[src/rtl/argmax_fix9.sv]
// argmax_fix9: sequential argmax over NUM_CLASSES signed fixed-point scores.
// On a start pulse the block walks out_idx from 0 to NUM_CLASSES-1, reading the
// score for each index from the upstream selector on the same cycle. It keeps a
// running maximum in which ties go to the lower index. After the last index it
// publishes digit/max_val together with a one-cycle valid pulse.
// Optional feature: define ARGMAX_MARGIN_EN to add a 'margin' output, which is
// the winning score minus the second-highest score.
module argmax_fix9 #(
    parameter int DATA_WIDTH  = 9,
    parameter int NUM_CLASSES = 10
) (
    input  logic                  clk,
    input  logic                  rst,
    input  logic                  reset,
    input  logic                  start,
    output logic [3:0]            out_idx,
    input  logic [DATA_WIDTH-1:0] out,
    output logic                  busy,
    output logic                  valid,
    output logic [3:0]            digit,
    output logic [DATA_WIDTH-1:0] max_val
`ifdef ARGMAX_MARGIN_EN
    ,
    output logic [DATA_WIDTH:0]   margin
`endif
);

    typedef enum logic [1:0] {
        IDLE = 2'd0,
        SCAN = 2'd1,
        DONE = 2'd2
    } state_t;

    localparam logic [3:0] LAST_IDX = 4'(NUM_CLASSES - 1);

    state_t                       state;
    logic signed [DATA_WIDTH-1:0] score;
    logic signed [DATA_WIDTH-1:0] run_max;
    logic        [3:0]            run_idx;
    logic signed [DATA_WIDTH-1:0] nxt_max;
    logic        [3:0]            nxt_idx;
    logic                         take;

    assign score = $signed(out);

    // Running-max update for the score sampled this cycle. The first index loads
    // unconditionally. Later indexes replace the max only on a strict signed win.
    always_comb begin
        // NOTE: every always_comb output gets a default first, so no latch can be inferred.
        take    = (out_idx == 4'd0) || (score > run_max);
        nxt_max = run_max;
        nxt_idx = run_idx;
        if (take) begin
            nxt_max = score;
            nxt_idx = out_idx;
        end
    end

`ifdef ARGMAX_MARGIN_EN
    localparam logic signed [DATA_WIDTH-1:0] MIN_SCORE = {1'b1, {(DATA_WIDTH-1){1'b0}}};

    logic signed [DATA_WIDTH-1:0] run_second;
    logic signed [DATA_WIDTH-1:0] nxt_second;
    logic        [DATA_WIDTH:0]   nxt_margin;

    // Second-best tracking. A dethroned max becomes the second; otherwise a strict
    // win over the current second replaces it. A tie with the max therefore
    // lands in second and gives a margin of 0.
    always_comb begin
        nxt_second = run_second;
        if (out_idx == 4'd0) begin
            nxt_second = MIN_SCORE;
        end else if (score > run_max) begin
            nxt_second = run_max;
        end else if (score > run_second) begin
            nxt_second = score;
        end
    end

    // The difference is taken one bit wider, so the full signed range gives a non-negative result.
    assign nxt_margin = {nxt_max[DATA_WIDTH-1], nxt_max} - {nxt_second[DATA_WIDTH-1], nxt_second};
`endif

    // Scan FSM with registered outputs. The result is loaded on the edge that
    // enters DONE, so digit/max_val become visible in the same cycle as valid.
    always_ff @(posedge clk or posedge rst) begin
        // NOTE: sequential state uses non-blocking assignments only, so every register samples pre-edge values.
        if (rst) begin
            state   <= IDLE;
            out_idx <= 4'd0;
            busy    <= 1'b0;
            valid   <= 1'b0;
            digit   <= 4'd0;
            max_val <= '0;
            run_max <= '0;
            run_idx <= 4'd0;
`ifdef ARGMAX_MARGIN_EN
            run_second <= '0;
            margin     <= '0;
`endif
        end else if (reset) begin
            state   <= IDLE;
            out_idx <= 4'd0;
            busy    <= 1'b0;
            valid   <= 1'b0;
            digit   <= 4'd0;
            max_val <= '0;
            run_max <= '0;
            run_idx <= 4'd0;
`ifdef ARGMAX_MARGIN_EN
            run_second <= '0;
            margin     <= '0;
`endif
        end else begin
            case (state)
                IDLE: begin
                    valid   <= 1'b0;
                    out_idx <= 4'd0;
                    busy    <= 1'b0;
                    if (start) begin
                        state <= SCAN;
                        busy  <= 1'b1;
                    end
                end
                SCAN: begin
                    run_max <= nxt_max;
                    run_idx <= nxt_idx;
`ifdef ARGMAX_MARGIN_EN
                    run_second <= nxt_second;
`endif
                    if (out_idx == LAST_IDX) begin
                        state   <= DONE;
                        busy    <= 1'b0;
                        valid   <= 1'b1;
                        out_idx <= 4'd0;
                        digit   <= nxt_idx;
                        max_val <= nxt_max;
`ifdef ARGMAX_MARGIN_EN
                        margin  <= nxt_margin;
`endif
                    end else begin
                        out_idx <= out_idx + 4'd1;
                    end
                end
                DONE: begin
                    state   <= IDLE;
                    valid   <= 1'b0;
                    busy    <= 1'b0;
                    out_idx <= 4'd0;
                end
                default: begin
                    state   <= IDLE;
                    valid   <= 1'b0;
                    busy    <= 1'b0;
                    out_idx <= 4'd0;
                end
            endcase
        end
    end

endmodule
[config.mk]
export PLATFORM = sky130hd
export DESIGN_NAME = argmax_fix9
export DESIGN_NICKNAME = d
export VERILOG_FILES = /design/src/rtl/argmax_fix9.sv
export SDC_FILE = /design/constraint.sdc
export NUM_CORES = 1
export LEC_CHECK = 0
export ABC_AREA = 1
export BUFFER_PORTS_ARGS = -buffer_cell sky130_fd_sc_hd__buf_2
export CORE_MARGIN = 5
export CORE_UTILIZATION = 37
export CTS_CLUSTER_DIAMETER = 30
export CTS_CLUSTER_SIZE = 20
export DETAILED_ROUTE_END_ITERATION = 10
export PLACE_DENSITY = 0.58
export REMOVE_ABC_BUFFERS = 1
export SETUP_SLACK_MARGIN = 0.15
export SLEW_MARGIN = 20
export SYNTH_ARGS = -nofsm -noshare
export SYNTH_HDL_FRONTEND = slang
export SYNTH_SLANG_ARGS = --single-unit
export TNS_END_PERCENT = 10
[constraint.sdc]
create_clock -name clk -period 5.45 [get_ports clk]
set_input_delay 0.8175 -clock clk [delete_from_list [all_inputs] [get_ports clk]]
set_output_delay 0.8175 -clock clk [all_outputs]
set_load 0.01 [all_outputs]
Yosys cells after proc, flatten, opt, wreduce, memory -nomap -nowiden
Index checks and enable logic that the tools add are counted.
{"block": "word_totals", "out_inout_bits": 19, "wordCells": 47, "input_bits": 13, "regBits": 34}
{"block": "classes", "order_cmp": 1, "reduce_logical": 7, "eq_ne": 4, "addsub": 1, "n_mux": 26}
{"op": "two-way mux 9 bit", "count": 6}
{"op": "two-way mux 4 bit", "count": 9}
{"op": "greater-than comparator 9 bit", "count": 1}
{"op": "two-way mux 1 bit", "count": 6}
{"op": "two-way mux 2 bit", "count": 3}
{"op": "inequality test 3 bit, second input constant", "count": 2}
{"op": "adder 4 x 1 -> 4 bit, second input constant", "count": 1}
{"op": "== test 4 bit, second input constant", "count": 1}
{"op": "logical NOT 4 bit", "count": 1}
{"op": "one-hot mux 2 bit (2 select lines)", "count": 1}
{"op": "AND reduction 2 bit", "count": 2}
{"op": "nonzero test 2 bit", "count": 2}
{"op": "== test 2 x 1 -> 1 bit, second input constant", "count": 1}
{"op": "logical NOT 2 bit", "count": 1}
{"op": "one-hot mux 1 bit (2 select lines)", "count": 1}
{"op": "logical OR 1 bit", "count": 1}

Logic depth before layout (Yosys ltp)
Gate-level depths: netlist of the first run.
{"block": "depth", "depth_word": 6, "ltp_mapped": 15}

Worst setup path after synthesis of the first run
OpenSTA, ideal clock, no wires.
{"block": "synth_path", "path_kind": "input-to-reg", "from": "in out[8]", "to": "reg digit[0]", "path_slack_ns": 3.269, "t_arrival_ns": 2.062, "n_path_buf": 1, "cell_stages": 10, "t_required_ns": 5.331, "cell_sequence": "ha_1 -> nand2_2 -> inv_1 -> a21oi_2 -> nand4_1 -> nand2_4 -> buf_4 -> nand3_1 -> nand4_1 -> nand2_1"}
{"block": "synth_between", "elab_chain_len": 6}
{"item": "start: declaration", "line": "17", "text": "input logic [DATA_WIDTH-1:0] out,"}
{"item": "greater-than comparator 9 bit", "line": "50", "text": "take = (out_idx == 4'd0) || (score > run_max);"}
{"item": "logical OR 1 bit", "line": "50"}
{"item": "two-way mux 4 bit", "line": "53", "text": "if (take) begin"}
{"item": "two-way mux 4 bit", "line": "131", "text": "if (out_idx == LAST_IDX) begin"}
{"item": "two-way mux 4 bit", "line": "115", "text": "case (state)"}
{"item": "two-way mux 4 bit", "line": "101", "text": "end else if (reset) begin"}
{"item": "end signal: assignment", "line": "136", "text": "digit <= nxt_idx;"}
{"item": "end: declaration", "line": "20", "text": "output logic [3:0] digit,"}
No other way between the ends. The select of a mux whose other input is x is not followed.
A chain may end at the register's enable or synchronous reset.

Worst setup path in the final report of the first run
{"block": "layout_path", "from": "in out[8]", "to": "reg max_val[7]"}
{"block": "layout_between", "elab_chain_len": 6}
{"item": "greater-than comparator 9 bit", "line": "50"}
{"item": "logical OR 1 bit", "line": "50"}
{"item": "two-way mux 9 bit", "line": "53"}
{"item": "two-way mux 9 bit", "line": "131"}
{"item": "two-way mux 9 bit", "line": "115"}
{"item": "two-way mux 9 bit", "line": "101"}
{"item": "end signal: assignment", "line": "137", "text": "max_val <= nxt_max;"}
{"item": "end: declaration", "line": "21", "text": "output logic [DATA_WIDTH-1:0] max_val"}
No other way between the ends. The select of a mux whose other input is x is not followed.

==> results.cfg, run 1 <==
[setup_path]
critPathCaptureType = flop
worstPathMaxFanout = 15
r2r_setup_slack_ns = 3.34
path_class = in -> reg
crit_arrival_ns = 2.52
reg2reg_from = run_max[8]$_DFFE_PP0N_
startpoint = out[8]
crit_required_ns = 5.62
start_kind = input pin

[sta]
period_needed_ns = 2.35
max-slew-margin-rel = 0.378
finalHoldViolations = 0
max_slew.worst_pin.slew_ns = 0.929
min_period_over_period = 0.431
fmax_mhz = 426
setup_tns_ns = 0
holdWs_ns = 0.477
rsz0062_at_grt = false
slew_viol_final = 0
skew_ns = 0.00322
finalSetupViolations = 0

[cts]
cts_buffer_depth = 2
post_cts_buffers = 0
cts_hold_buf = 0
insertion_delay_ns = 0.28
cts_made_buffers = 5
cts.repair.resized = 0
clkTransAtPathRegs_ns = 0.07
cts_root_buf = clkbuf_8
cts_tree = yes
h-tree-depth = 2
clock_sinks = 34

[synth]
ys_types = 23
synthTopCellsByArea = dfrtp_1 (42%), nand2_1 (14%), ha_1 (7.4%), nand4_1 (7.4%), nand2_4 (6.7%)
synth_area_sq_mm = 0.00202
synth_top_area_frac = 0.422
syn_avg_cell_area_sq_um = 8.10
ys_seq_area_frac = 0.422
ys_ff_latch = 34
yosys_warnings = 0
yosysTopAreaCell = dfrtp_1
synth_cells = 249

[global_route]
grt_pass1_vias = 1739
grt_pass1_wl_microns = 7890
antenna_found_initial = 0
grt.total_usage = 0.136
grt_start_max_net_pins = 35
grt_overflow = 0

[min_path]
worstHoldStart = max_val[2]$_DFFE_PP0P_
min_path_type = reg -> reg

[placed_design]
gp_congestion = 0.764
dp_hpwl_microns = 3000
portBuffers = 31

[pwr]
power_leakage_uw = 0.00130
powerDensity_mw_per_mm2 = 273
switching_share = 0.326
pwr-share-clk = 0.308
comb_power_share = 0.240
p_int_uw = 424
worst_ir_drop_vdd_v = 0.000155
power.switching_uw = 205
seq_power_share = 0.452

[floorplan]
die_w_microns = 83.8
initial_core_util = 0.387
die_y_microns = 83.8
num_rows = 26
boundaryPins = 32
die_area_sq_mm = 0.00703
core_sq_mm = 0.00520

[route]
via_count = 1630
wire_per_inst_microns = 12.3
drtIter0Drc = 71
vias_per_cell = 4.66
remaining_drc_errors = 0
drt_wl_total_microns = 4290
drtPass1Iterations = 4
ant_nets = 0

[job]
max-cap-violations = 0

[cells_and_area]
antenna_cells = 0
syn_to_final_growth_pct = 14.0
drive_gt1_frac = 0.221
final_nets = 304
fillerInstances = 564

[outcome]
status = complete, no violations
==> layout make-up <==
cell class	instances	area (sq um)	area share
clock buffer	7	86.3	0.0376
timing repair buffer	32	163	0.0708
multi-input combinational	166	956	0.416
inverter	40	150	0.0653
tap	70	87.6	0.0381
clock inverter	1	5.00	0.00218
sequential	34	851	0.370
==> layout by cell type (no fill, tap or decap) <==
master / count
nand2_1: 73
inv_1: 35
dfrtp_1: 34
buf_2: 31
nand4_1: 24
nand3_1: 21
nor2_1: 13
nand2_4: 12
ha_1: 12
clkbuf_8: 6
inv_2: 4
nand2_2: 3
nor3_1: 1
clkinv_1: 1
a21oi_1: 1
nor2_4: 1
a21oi_2: 1
nand3_2: 1
a21oi_4: 1
xnor2_1: 1
xor2_1: 1
clkbuf_1: 1
clkinv_2: 1
buf_4: 1
==> flip-flops by register name, indices dropped and copies added, names as in the netlist <==
signal / cells
busy: 1
digit: 4
max_val: 9
out_idx: 4
run_idx: 4
run_max: 9
state: 2
valid: 1
==> per-stage QoR <==
step	instance area, sq um	total power, uW	setup WS, ns	util	std cells
2_1_floorplan	1960	397	3.16	-	240
3_3_place_gp	2210	440	2.82	0.424	342
3_5_place_dp	2210	442	2.79	0.424	342
4_1_cts	2300	640	3.09	0.442	350
5_1_grt	2300	671	2.93	0.442	350
6_report	2300	628	3.10	0.442	350
==> synth_stat cells <==
library cell / number
buf_12: 1
xor2_1: 1
clkbuf_1: 2
nand2_2: 3
inv_1: 35
nor3_1: 1
ha_1: 12
nor2_1: 13
nand3_1: 21
a21oi_4: 1
nand2_4: 12
xnor2_1: 1
inv_2: 4
nand3_2: 1
a21oi_1: 1
a21oi_2: 1
dfrtp_1: 34
clkinv_1: 1
nand2_1: 73
nor2_4: 1
nand4_1: 24
buf_4: 1
buf_2: 5
==> cell families (layout without fill, tap and decap cells) <==
logic type,Yosys count,in the layout,share of synthesized area
adders and majority gates,12,12,0.0744
AOI/OAI and AO/OA,3,3,0.0149
buffers and inverters,49,80,0.104
and+or+nand+nor,149,149,0.376
DFF,34,34,0.422
xor gates and xnor gates,2,2,0.00869
==> final timing paths <==
check                                         endpoint  depth (start not counted)
worst max-delay path            max_val[7]$_DFFE_PP0P_                         12
worst min-delay path            max_val[2]$_DFFE_PP0P_                          2
worst max register to register  max_val[7]$_DFFE_PP0P_                         12
worst min register to register  max_val[2]$_DFFE_PP0P_                          2
max in group asynchronous         out_idx[1]$_DFF_PP0_                          3
min in group asynchronous       max_val[2]$_DFFE_PP0P_                          3
==> per-layer routing <==
layer | GRT usage | share of wire | routed length [microns]
met5 | 0 | 0 | 0
met4 | 0.0439 | 0.013 | 56
met3 | 0.0326 | 0.037 | 159
met2 | 0.218 | 0.44 | 1890
met1 | 0.182 | 0.51 | 2190
==> worst max-delay path, cell delays in order <==
cell	delay, ns
buf_2	0.11
ha_1	0.35
nand2_2	0.11
inv_1	0.06
a21oi_2	0.15
nand3_1	0.11
nand2_2	0.08
nand2_4	0.14
nand2_4	0.30
nand2_1	0.12
nand4_1	0.10
nand2_1	0.07
==> power groups by stage <==
stage	Combinational (uW)	Clock, uW	Sequential, uW
2_1_floorplan	105	0	292
3_3_place_gp	151	0	288
3_5_place_dp	153	0	289
4_1_cts	155	202	284
5_1_grt	173	211	287
6_report	151	194	284
Note: power is estimated with default switching activity, not from simulation.
==> run 2: changes to the inputs <==
ABC_AREA = 0   (was 1)
PLACE_DENSITY = 0.59   (was 0.58)
clock period = 2.4 ns   (was 5.45 ns; I/O delays follow)
==> run 2 against run 1 <==
Against the previous run:
- worst hold slack worse by 0.31 ns
- die area down 7.1%
- critical path depth down 3
- critical endpoint is now run_max[5]$_DFFE_PP0N_
- non-clock buffer count up 8
==> results.cfg, run 2 <==
[min_path]
min_path_type = in -> async

[cells_and_area]
final_common_cell = dfrtp_1
multi_input_area_sq_um = 928
mostFrequentLayoutCells = dfrtp_1 (34), nor2_1 (32), buf_2 (31)
design_area_sq_mm = 0.00223
drive_gt1_frac = 0.256
regArea_sq_um = 851
antenna_cells = 0
syn_to_final_growth_pct = 20.2
final_nets = 251
reg.largest.list = max_val x9, run_max x9
fillerInstances = 477

[global_route]
grt_pass1_wl_microns = 6890
grt.total_usage = 0.137
grt_pass1_vias = 1431
grt_overflow = 0
grt_start_max_net_pins = 35
antenna_found_initial = 0

[cts]
cts_root_buf = clkbuf_8
cts_tree = yes
clock_sinks = 34
cts_buffer_depth = 2
cts_hold_buf = 0
post_cts_buffers = 0
insertion_delay_ns = 0.28
clkTransAtPathRegs_ns = 0.07
h-tree-depth = 2
cts_made_buffers = 5

[outcome]
status = complete, no violations

[sta]
setup_tns_ns = 0
slew_viol_final = 0
max_slew.worst_pin.slew_ns = 0.604
period_needed_ns = 2.12
min_period_over_period = 0.882
finalHoldViolations = 0
fmax_mhz = 472
finalSetupViolations = 0
rsz0062_at_grt = true
max-slew-margin-rel = 0.598
skew_ns = 0.00521

[floorplan]
die_y_microns = 80.8
boundaryPins = 32
die_w_microns = 80.8
initial_core_util = 0.387
die_area_sq_mm = 0.00653
num_rows = 25
core_sq_mm = 0.00479

[synth]
yosys_warnings = 0
synthXorXnorAreaFrac = 0.00945
synth_top_family_by_area = simple AND/OR/NAND/NOR gates
synth_top_area_frac = 0.459
synth_area_sq_mm = 0.00185
ys_seq_area_frac = 0.459
synth_mux_area_frac = 0.0756
synthArstFlopShare = 1.00
synthTopCellsByCount = dfrtp_1 (34), nor2_1 (32), mux2i_1 (14)
ys_types = 40
yosysTopAreaCell = dfrtp_1
synth-simple-area-share = 0.190
syn_avg_cell_area_sq_um = 9.92
synth_edf_count = 0
synth_most_common_cell = dfrtp_1
ys_ff_latch = 34
synthTopCellsByArea = dfrtp_1 (46%), ha_1 (8.1%), mux2i_1 (7.6%), nor2_1 (6.5%), a311oi_1 (3.8%)
synthAdderAreaFrac = 0.0810
synth_cells = 187
synth-compound-area-share = 0.132
ys.flop_type = dfrtp_1

[job]
max-cap-violations = 0

[setup_path]
critPathCaptureType = flop
start_kind = flop
crit_arrival_ns = 2.26
worstPathMaxFanout = 7
crit_required_ns = 2.55
path_class = reg -> reg

[route]
wire_per_inst_microns = 13.7
remaining_drc_errors = 0
drtPass1Iterations = 4
drt_wl_total_microns = 4030
vias_per_cell = 4.87
drtIter0Drc = 70
via_count = 1431
ant_nets = 0

[placed_design]
portBuffers = 31
placed_area_sq_mm = 0.00211
dp_hpwl_microns = 2790
gp_congestion = 0.776

[pwr]
powerDensity_mw_per_mm2 = 551
worst_ir_drop_vdd_v = 0.000257
power_leakage_uw = 0.00107
run 2: cell types whose count changed after synthesis, moves of 8 or more:
| cell | before | now |
|---|---|---|
| nand2_1 | 73 | 12 |
| nand4_1 | 24 | 0 |
| inv_1 | 35 | 13 |
| a311oi_1 | 0 | 8 |
| mux2i_1 | 0 | 14 |
| nor2_1 | 13 | 32 |
| nand2_4 | 12 | 0 |
| nand3_1 | 21 | 12 |
run 2: path summary, 6_finish.rpt:
| kind | startpoint | end | slack [ns] | depth (start not counted) |
|---|---|---|---|---|
| hold / removal | rst | run_max[3]$_DFFE_PP0N_ | 0.16 | 3 |
| setup reg to reg | run_max[4]$_DFFE_PP0N_ | run_max[5]$_DFFE_PP0N_ | 0.28 | 9 |
| setup / recovery | run_max[4]$_DFFE_PP0N_ | run_max[5]$_DFFE_PP0N_ | 0.28 | 9 |
| hold reg to reg | state[1]$_DFFE_PP0P_ | busy$_DFFE_PP0P_ | 0.49 | 1 |
| max in group asynchronous | rst | run_max[0]$_DFFE_PP0N_ | 1.92 | 3 |
| min in group clk | out[3] | max_val[3]$_DFFE_PP0P_ | 0.36 | 3 |
run 2: cells by family after synthesis:
kind of cell | count (synthesis)
compound gates | 30
xor+xnor | 2
fa+ha+maj | 12
buf+inv | 21
flops | 34
mux | 14
simple gates | 74
run 2: metal layers:
metal	routed length [microns]	share of wire	track usage	up-vias
li1	-	-	-	730
met1	2000	0.50	0.190	667
met2	1820	0.45	0.211	29
met3	144	0.036	0.0288	5
met4	65	0.016	0.0507	0
met5	0	0	0	-
run 2: worst max-delay path, cell delays in order, from the launching register on:
cell and delay [ns]:
dfrtp_1 0.36, inv_1 0.05, ha_1 0.31, and4_4 0.26, nor3b_4 0.22, o211ai_4 0.16, a21oi_4 0.17, buf_4 0.19
mux2i_1 0.21, nor2_1 0.05
run 2: repair_timing:
action / in CTS / in global routing
pin swaps: 0 / 1
setup endpoints to repair: 3 / 24
gates resized for setup: 1 / 4
run 2: area by class of cell:
cell class                 instances  share of cell area
multi-input combinational        132               0.416
sequential                        34               0.382
timing repair buffer              40               0.102
clock buffer                       7              0.0387
tap                               67              0.0376
inverter                          13              0.0219
clock inverter                     1             0.00224
run 2: power breakdown:
part           total [uW]  internal [uW]  leakage, uW  switching, uW
logic                 194           76.2     0.000550            118
clock network         439            232    0.0000482            207
registers             596            586     0.000468           10.4
run 2: through the flow:
| stage | cells | hold WS [ns] | total power (uW) | setup slack [ns] | util |
|---|---|---|---|---|---|
| floorplan | 179 | 0.418 | 724 | 0.286 | - |
| global placement | 286 | 0.478 | 792 | 0.102 | 0.441 |
| detailed placement | 286 | 0.479 | 794 | 0.0229 | 0.441 |
| CTS | 294 | 0.179 | 1240 | 0.189 | 0.461 |
| global route | 294 | 0.240 | 1290 | 0.136 | 0.466 |
| finish | 294 | 0.164 | 1230 | 0.283 | 0.466 |
